===== src/rtl/decode_stage.sv =====
// RV32I decode stage: combinational field/immediate decode captured into an
// output register, with an optional skid entry so in_ready is registered.
package decode_pkg;
  typedef enum logic [3:0] {
    ALU_NONE = 4'b0000,
    ALU_ADD  = 4'b0001,
    ALU_SUB  = 4'b0010,
    ALU_AND  = 4'b0011,
    ALU_OR   = 4'b0100,
    ALU_ADDI = 4'b0101
  } alu_op_e;

  localparam logic [6:0] OP_R      = 7'b0110011;
  localparam logic [6:0] OP_I      = 7'b0010011;
  localparam logic [6:0] OP_LOAD   = 7'b0000011;
  localparam logic [6:0] OP_STORE  = 7'b0100011;
  localparam logic [6:0] OP_BRANCH = 7'b1100011;
  localparam logic [6:0] OP_LUI    = 7'b0110111;
  localparam logic [6:0] OP_JAL    = 7'b1101111;
  localparam logic [6:0] OP_JALR   = 7'b1100111;
endpackage

module decode_stage #(
  parameter int XLEN    = 32,
  parameter bit SKID_EN = 1'b1
) (
  input  logic            clk,
  input  logic            rst_n,
  input  logic            flush,
  input  logic            in_valid,
  output logic            in_ready,
  input  logic [31:0]     in_inst,
  input  logic [XLEN-1:0] in_pc,
  output logic            out_valid,
  input  logic            out_ready,
  output logic [XLEN-1:0] out_pc,
  output logic [6:0]      opcode,
  output logic [2:0]      funct3,
  output logic [6:0]      funct7,
  output logic [4:0]      rs1,
  output logic [4:0]      rs2,
  output logic [4:0]      rd,
  output logic [XLEN-1:0] imm,
  output logic [3:0]      alu_op,
  output logic            we,
  output logic            writeback,
  output logic            is_jump,
  output logic            is_branch,
  output logic            is_load,
  output logic            is_store,
  output logic            illegal
);
  import decode_pkg::*;

  typedef struct packed {
    logic [XLEN-1:0] pc;
    logic [6:0]      opcode;
    logic [2:0]      funct3;
    logic [6:0]      funct7;
    logic [4:0]      rs1;
    logic [4:0]      rs2;
    logic [4:0]      rd;
    logic [XLEN-1:0] imm;
    logic [3:0]      alu_op;
    logic            we;
    logic            writeback;
    logic            is_jump;
    logic            is_branch;
    logic            is_load;
    logic            is_store;
    logic            illegal;
  } dec_t;

  dec_t        dec;
  logic [31:0] imm32;

  always_comb begin
    // NOTE: every always_comb output gets a default first so no path can infer a latch.
    dec        = '0;
    imm32      = '0;
    dec.pc     = in_pc;
    dec.opcode = in_inst[6:0];
    dec.funct3 = in_inst[14:12];
    dec.funct7 = in_inst[31:25];
    dec.rs1    = in_inst[19:15];
    dec.rs2    = in_inst[24:20];
    dec.rd     = in_inst[11:7];
    case (in_inst[6:0])
      OP_R: begin
        dec.we = 1'b1;
        case (in_inst[14:12])
          3'b000:  dec.alu_op = (in_inst[31:25] == 7'b0100000) ? ALU_SUB : ALU_ADD;
          3'b111:  dec.alu_op = ALU_AND;
          3'b110:  dec.alu_op = ALU_OR;
          default: dec.illegal = 1'b1;
        endcase
      end
      OP_I: begin
        dec.we = 1'b1;
        imm32  = {{20{in_inst[31]}}, in_inst[31:20]};
        if (in_inst[14:12] == 3'b000) dec.alu_op = ALU_ADDI;
        else                          dec.illegal = 1'b1;
      end
      OP_LOAD: begin
        dec.we        = 1'b1;
        dec.writeback = 1'b1;
        dec.is_load   = 1'b1;
        dec.alu_op    = ALU_ADD;
        imm32         = {{20{in_inst[31]}}, in_inst[31:20]};
      end
      OP_STORE: begin
        dec.is_store = 1'b1;
        dec.alu_op   = ALU_ADD;
        imm32        = {{20{in_inst[31]}}, in_inst[31:25], in_inst[11:7]};
      end
      OP_BRANCH: begin
        dec.is_branch = 1'b1;
        imm32 = {{19{in_inst[31]}}, in_inst[31], in_inst[7], in_inst[30:25], in_inst[11:8], 1'b0};
      end
      OP_LUI: begin
        // LUI executes as ADDI on x0, so the rs1 field is forced to zero.
        dec.we        = 1'b1;
        dec.writeback = 1'b1;
        dec.alu_op    = ALU_ADDI;
        dec.rs1       = '0;
        imm32         = {in_inst[31:12], 12'b0};
      end
      OP_JAL: begin
        dec.we        = 1'b1;
        dec.writeback = 1'b1;
        dec.is_jump   = 1'b1;
        imm32 = {{11{in_inst[31]}}, in_inst[31], in_inst[19:12], in_inst[20], in_inst[30:21], 1'b0};
      end
      OP_JALR: begin
        dec.we        = 1'b1;
        dec.writeback = 1'b1;
        dec.is_jump   = 1'b1;
        imm32         = {{20{in_inst[31]}}, in_inst[31:20]};
      end
      default: dec.illegal = 1'b1;
    endcase
    if (dec.illegal) begin
      dec.we     = 1'b0;
      dec.alu_op = ALU_NONE;
    end
    dec.imm = XLEN'($signed(imm32));
  end

  dec_t main_q, skid_q;
  logic main_valid, skid_valid;
  logic accept, main_free;

  // Without the skid entry the ready path is combinational from out_ready.
  assign in_ready  = SKID_EN ? !skid_valid : (!main_valid || out_ready);
  assign accept    = in_valid && in_ready && !flush;
  assign main_free = !main_valid || out_ready;

  always_ff @(posedge clk or negedge rst_n) begin
    // NOTE: sequential state uses non-blocking assignments so every flop samples pre-edge values.
    if (!rst_n) begin
      main_valid <= 1'b0;
      skid_valid <= 1'b0;
      main_q     <= '0;
    end else if (flush) begin
      main_valid <= 1'b0;
      skid_valid <= 1'b0;
    end else if (main_free) begin
      if (skid_valid) begin
        main_q     <= skid_q;
        main_valid <= 1'b1;
        skid_valid <= 1'b0;
      end else begin
        main_valid <= accept;
        if (accept) main_q <= dec;
      end
    end else if (accept) begin
      skid_valid <= 1'b1;
    end
  end

  // NOTE: skid payload has no reset; skid_valid alone decides whether it is meaningful.
  always_ff @(posedge clk) begin
    if (!flush && !main_free && accept) skid_q <= dec;
  end

  assign out_valid = main_valid;
  assign out_pc    = main_q.pc;
  assign opcode    = main_q.opcode;
  assign funct3    = main_q.funct3;
  assign funct7    = main_q.funct7;
  assign rs1       = main_q.rs1;
  assign rs2       = main_q.rs2;
  assign rd        = main_q.rd;
  assign imm       = main_q.imm;
  assign alu_op    = main_q.alu_op;
  assign we        = main_q.we;
  assign writeback = main_q.writeback;
  assign is_jump   = main_q.is_jump;
  assign is_branch = main_q.is_branch;
  assign is_load   = main_q.is_load;
  assign is_store  = main_q.is_store;
  assign illegal   = main_q.illegal;
endmodule


===== config.mk =====
export PLATFORM = sky130hd
export DESIGN_NAME = decode_stage
export DESIGN_NICKNAME = d
export VERILOG_FILES = /design/src/rtl/decode_stage.sv
export SDC_FILE = /design/constraint.sdc
export NUM_CORES = 1
export LEC_CHECK = 0
export ABC_AREA = 0
export BUFFER_PORTS_ARGS = -buffer_cell sky130_fd_sc_hd__buf_2
export CAP_MARGIN = 10
export CORE_MARGIN = 3
export CORE_UTILIZATION = 51
export CTS_BUF_LIST = sky130_fd_sc_hd__clkbuf_4
export DETAILED_ROUTE_END_ITERATION = 8
export PLACE_DENSITY = 0.83
export SYNTH_ARGS = -nofsm -noshare
export SYNTH_HDL_FRONTEND = slang
export SYNTH_SLANG_ARGS = --single-unit

===== constraint.sdc =====
create_clock -name clk -period 11.9 [get_ports clk]
set_clock_uncertainty 0.2 [all_clocks]
set_input_delay 2.38 -clock clk [delete_from_list [all_inputs] [get_ports clk]]
set_output_delay 2.38 -clock clk [all_outputs]
set_load 0.1 [all_outputs]

# --- Word level (Yosys, flattened, before mapping) ---
# Index checks and enable logic that the tools add are counted.
op_classes:
  mux: 24
  add_sub_neg: 0
  n_div: 0
  n_eq_ne: 11
  n_mul: 0
  n_bitwise: 1
  n_reduce_logical: 21
  n_lt_le_gt_ge: 0
  shifts: 0
ops:
  columns: ["op", "count"]
  rows:
  - ["107-bit 2-to-1 mux", 2]
  - ["32-bit one-hot mux with 5 select lines", 1]
  - ["7-bit by 6-bit equality test with 1-bit output, second input constant", 4]
  - ["7-bit equality test, second input constant", 3]
  - ["4-bit one-hot mux with 4 select lines", 1]
  - ["1-bit 2-to-1 mux", 14]
  - ["6-bit OR reduction", 2]
  - ["5-bit 2-to-1 mux", 2]
  - ["3-bit one-hot mux with 3 select lines", 1]
  - ["7-bit by 2-bit equality test with 1-bit output, second input constant", 1]
  - ["7-bit by 5-bit equality test with 1-bit output, second input constant", 1]
  - ["3-bit equality test, second input constant", 2]
  - ["3-bit OR reduction", 2]
  - ["1-bit logical AND", 4]
  - ["1-bit zero test", 4]
  - ["2-bit nonzero test", 2]
  - ["2-bit OR reduction", 2]
  - ["4-bit OR reduction", 1]
  - ["3-bit zero test", 1]
  - ["3-bit 2-to-1 mux", 1]
  - ["1-bit one-hot mux with 3 select lines", 1]
  - ["3-bit AND reduction", 1]
  - ["3-bit nonzero test", 1]
  - ["2-bit 2-to-1 mux", 1]
  - ["other kinds (2)", 2]
totals:
  romBits: 0
  latchBits: 0
  n_memories: 0
  in_bits: 69
  ram_bits: 0
  wordCells: 91
  regBits: 216
  out_inout_bits: 109

# --- Logic depth before layout (Yosys ltp) ---
depth:
  word_depth: 7
  depth_mapped: 9
  depth_no_buf: 5

# --- Least setup slack after synthesis ---
# OpenSTA, ideal clock, no wires.
synth_path:
  kind: "input to register"
  startpoint: "input port out_ready"
  endpoint: "register skid_q[0] in the netlist's numbering, enable pin"
  setup_slack_ns: -2.594
  path_buffers: 0
  setup_time_ns: 0.873
  arrival_ns: 13.421
  cell_stages: 2
  required_ns: 10.827
  cell_sequence: "nand2b_1 nor4b_1"
synth_between:
  elab_chain_len: 4
synth_lines:
  columns: ["element", "line", "source"]
  rows:
  - ["from (decl)", "35", "input logic out_ready,"]
  - ["1-bit logical OR", "156", "assign main_free = !main_valid || out_ready;"]
  - ["1-bit zero test", "183", "if (!flush && !main_free && accept) skid_q <= dec;"]
  - ["1-bit logical AND (2 in series)", "183", null]
  - ["to (signal assigned)", "183", null]
  - ["to (decl)", "149", "dec_t main_q, skid_q;"]
# Every way passes these cells.
# A chain may end at the register's enable or synchronous reset.

# --- Worst setup path in the final report ---
layout_path:
  startpoint: "register skid_valid"
  endpoint: "output port in_ready"
layout_between:
  elab_chain_len: 1
layout_lines:
  columns: ["element", "line", "source"]
  rows:
  - ["from (decl)", "150", "logic main_valid, skid_valid;"]
  - ["from (signal assigned)", "162", "skid_valid <= 1'b0;"]
  - ["from (signal assigned)", "166", "skid_valid <= 1'b0;"]
  - ["from (signal assigned)", "171", "skid_valid <= 1'b0;"]
  - ["1-bit zero test", "154", "assign in_ready = SKID_EN ? !skid_valid : (!main_valid || out_ready);"]
  - ["to (decl)", "31", "output logic in_ready,"]
# Every way passes these cells.

==> impl_metrics.toml <==
[status]
status = "complete, no violations"

[timing]
relSlewSlack = 0.182
setup_violations = 0
hold_viol = 0
period_needed_ns = 4.88
setup_tns_ns = 0
rsz0062_at_grt = "false"
drv_slew = 0
period_share = 0.410
layout_setup_ws_ns = 7.02
worst_pin_slew_ns = 1.22
fmax_ghz = 0.205

[synth]
yosysSeqAreaShare = 0.671
ys_types = 43
ys_warn_count = 0
synth_area_um2 = 8770
synth_edf_count = 106
synth_fp_nets = 793
synthArstFlopShare = 0.505
ys_ff_latch = 214
syn_avg_cell_area_um2 = 12.1
synth_cells = 724
ys.flop_type = "dfrtp_1"

[hold_path]
hold_depth = 2
min_delay_worst_endpoint = "out_pc[23]"
min_path_type = "flop to flop"
worstHoldStart = "out_pc[23]"

[global_route]
antenna_found_initial = 0
grt_max_degree = 88
track_usage = 0.227
first_global_vias = 6262
overflow = 0
grt_pass1_wl_um = 33100

[route]
drtPass1Iterations = 6
vias = 6376
drc = 0
viasPerCell = 5.41
antenna_left = 0
wl_per_cell_um = 18.1
drt_iter0_drc = 538
wirelength_um = 21300

[setup_path]
reg2reg_from = "skid_valid"
cp.arrival_ns = 2.30
r2r_end = "alu_op[1]"
startpoint_type = "flop"
worstRegToRegCells = 5
startpoint = "skid_valid"
r2r_slack_ns = 7.92
critPathCaptureType = "output pin"
path_class = "flop to output pin"
crit_fanout = 33
required_ns = 9.32

[cells_and_area]
final_cell_mix = "buf_2 (175), nand2_1 (125), dfrtp_1 (107), edfxtp_1 (106)"
drive_gt1_frac = 0.297
fillers = 1348
syn_to_final_growth_pct = 20.1
fin_util = 0.631
nNetsFinal = 982
antennaDiodeCount = 0
final_common_cell = "buf_2"

[clock_network]
ctsHoldBuffers = 0
worst_skew_pair.late_latency_ns = 0.66
cts-root-buf = "clkbuf_4"
h-tree-depth = 2
cts_tree = "done"
cts.sink_count = 214
cts_setup_buffers = 0
cts_buffer_depth = 3
cts-buffers-inserted = 54
cts_resized = 0
clk_pin_slew_ns = 0.06

[power]
ir_drop_mv = 0.160
seq_power_share = 0.416
p_int_uw = 1270
swShare = 0.391
power.leakage_uw = 0.00451
cellPowerDensity_nw_per_um2 = 198
p_clk_frac = 0.311
power_frac_comb = 0.273
p_switching_uw = 816

[job]
cap_violations = 0

[place]
place.gp.congestion = 0.897
port_buffers = 176
place_ws_ns = 7.02
dp_hpwl_um = 13600

[die]
die_h_um = 137
die_area_um2 = 18800
die_x_um = 137
placementRows = 47
start_util = 0.525
pin_count = 178
coreArea_um2 = 16700
==> Yosys cell counts, types with 2 or more instances <==
| library cell | count | share of area |
|---|---|---|
| a221o_1 | 7 | 0.0080 |
| nor4_1 | 2 | 0.0014 |
| mux2i_1 | 61 | 0.070 |
| or3_1 | 22 | 0.016 |
| nor2_1 | 16 | 0.0068 |
| nor2b_1 | 2 | 0.0014 |
| o21ai_0 | 88 | 0.050 |
| a2bb2oi_1 | 4 | 0.0040 |
| nor3_1 | 10 | 0.0057 |
| a22o_1 | 6 | 0.0060 |
| edfxtp_1 | 106 | 0.36 |
| and2_1 | 13 | 0.0093 |
| dfrtp_1 | 108 | 0.31 |
| inv_1 | 2 | 0.00086 |
| nand2_1 | 125 | 0.053 |
| buf_4 | 3 | 0.0026 |
| a31oi_1 | 3 | 0.0021 |
| o31ai_1 | 2 | 0.0017 |
| nor4b_1 | 3 | 0.0030 |
| and3_1 | 12 | 0.0086 |
| a21oi_1 | 37 | 0.021 |
| buf_1 | 3 | 0.0013 |
| nand3_1 | 26 | 0.015 |
| buf_2 | 12 | 0.0068 |
| nand2b_1 | 3 | 0.0021 |
| clkbuf_1 | 31 | 0.013 |
==> registers in the layout (all words and copies together), names as in the netlist <==
name / cells
rd: 5
is_store: 1
out_valid: 1
is_load: 1
opcode: 7
funct7: 7
skid_q: 106
alu_op: 3
funct3: 3
skid_valid: 1
is_branch: 1
writeback: 1
illegal: 1
we: 1
rs2: 5
imm: 32
rs1: 5
is_jump: 1
out_pc: 32
==> final cells by class <==
type	count	area [µm²]	area share
clock buffers	88	661	0.0627
clock inverters	14	80.1	0.00760
inverters	2	7.51	0.000712
multi-input cells	458	2690	0.255
flip-flops and latches	214	5890	0.559
well taps	220	275	0.0261
repair buffers	183	936	0.0888
==> worst max-delay path, cell delays in order (launching register included) <==
cell and delay, ns:
dfrtp_4 0.69, inv_1 0.12, buf_4 0.33, buf_2 0.50
==> worst max path at each step <==
stage / to
finish: in_ready
global route: in_ready
CTS: in_ready
detailed placement: rd[2]
global placement: skid_q[37]
floorplan: skid_q[0]
==> power by group through the flow <==
stage | sequential, µW | combinational, µW | clock (µW)
2_1_floorplan | 1260 | 79.5 | 0
3_3_place_gp | 879 | 566 | 0
3_5_place_dp | 880 | 573 | 0
4_1_cts | 866 | 573 | 668
5_1_grt | 871 | 593 | 708
6_report | 866 | 570 | 648
==> cells by family after synthesis <==
family                 share of synthesized area
other                                   0.000428
AO/OA/AOI/OAI                              0.101
AND/OR/NAND/NOR                            0.132
multiplexers                              0.0696
flip-flops                                 0.671
buffers and inverters                     0.0261
==> layer usage <==
metal | part of all wire | global-route usage | vias to the layer above | wire [µm]
met4 | 0.016 | 0.0693 | 0 | 333
met2 | 0.46 | 0.350 | 278 | 9900
li1 | - | - | 3020 | -
met1 | 0.44 | 0.319 | 3053 | 9270
met5 | 0 | 0 | - | 0
met3 | 0.084 | 0.0574 | 25 | 1780
==> metrics by stage <==
| stage | std cells | instance area (µm²) | power, µW | hold WS [ns] |
|---|---|---|---|---|
| floorplan | 724 | 8780 | 1340 | 0.269 |
| global placement | 1077 | 9800 | 1450 | 0.256 |
| detailed placement | 1077 | 9800 | 1450 | 0.265 |
| CTS | 1179 | 10500 | 2110 | 0.279 |
| global route | 1179 | 10500 | 2170 | 0.299 |
| finish | 1179 | 10500 | 2080 | 0.274 |
Power figures use the tool's default switching activity.
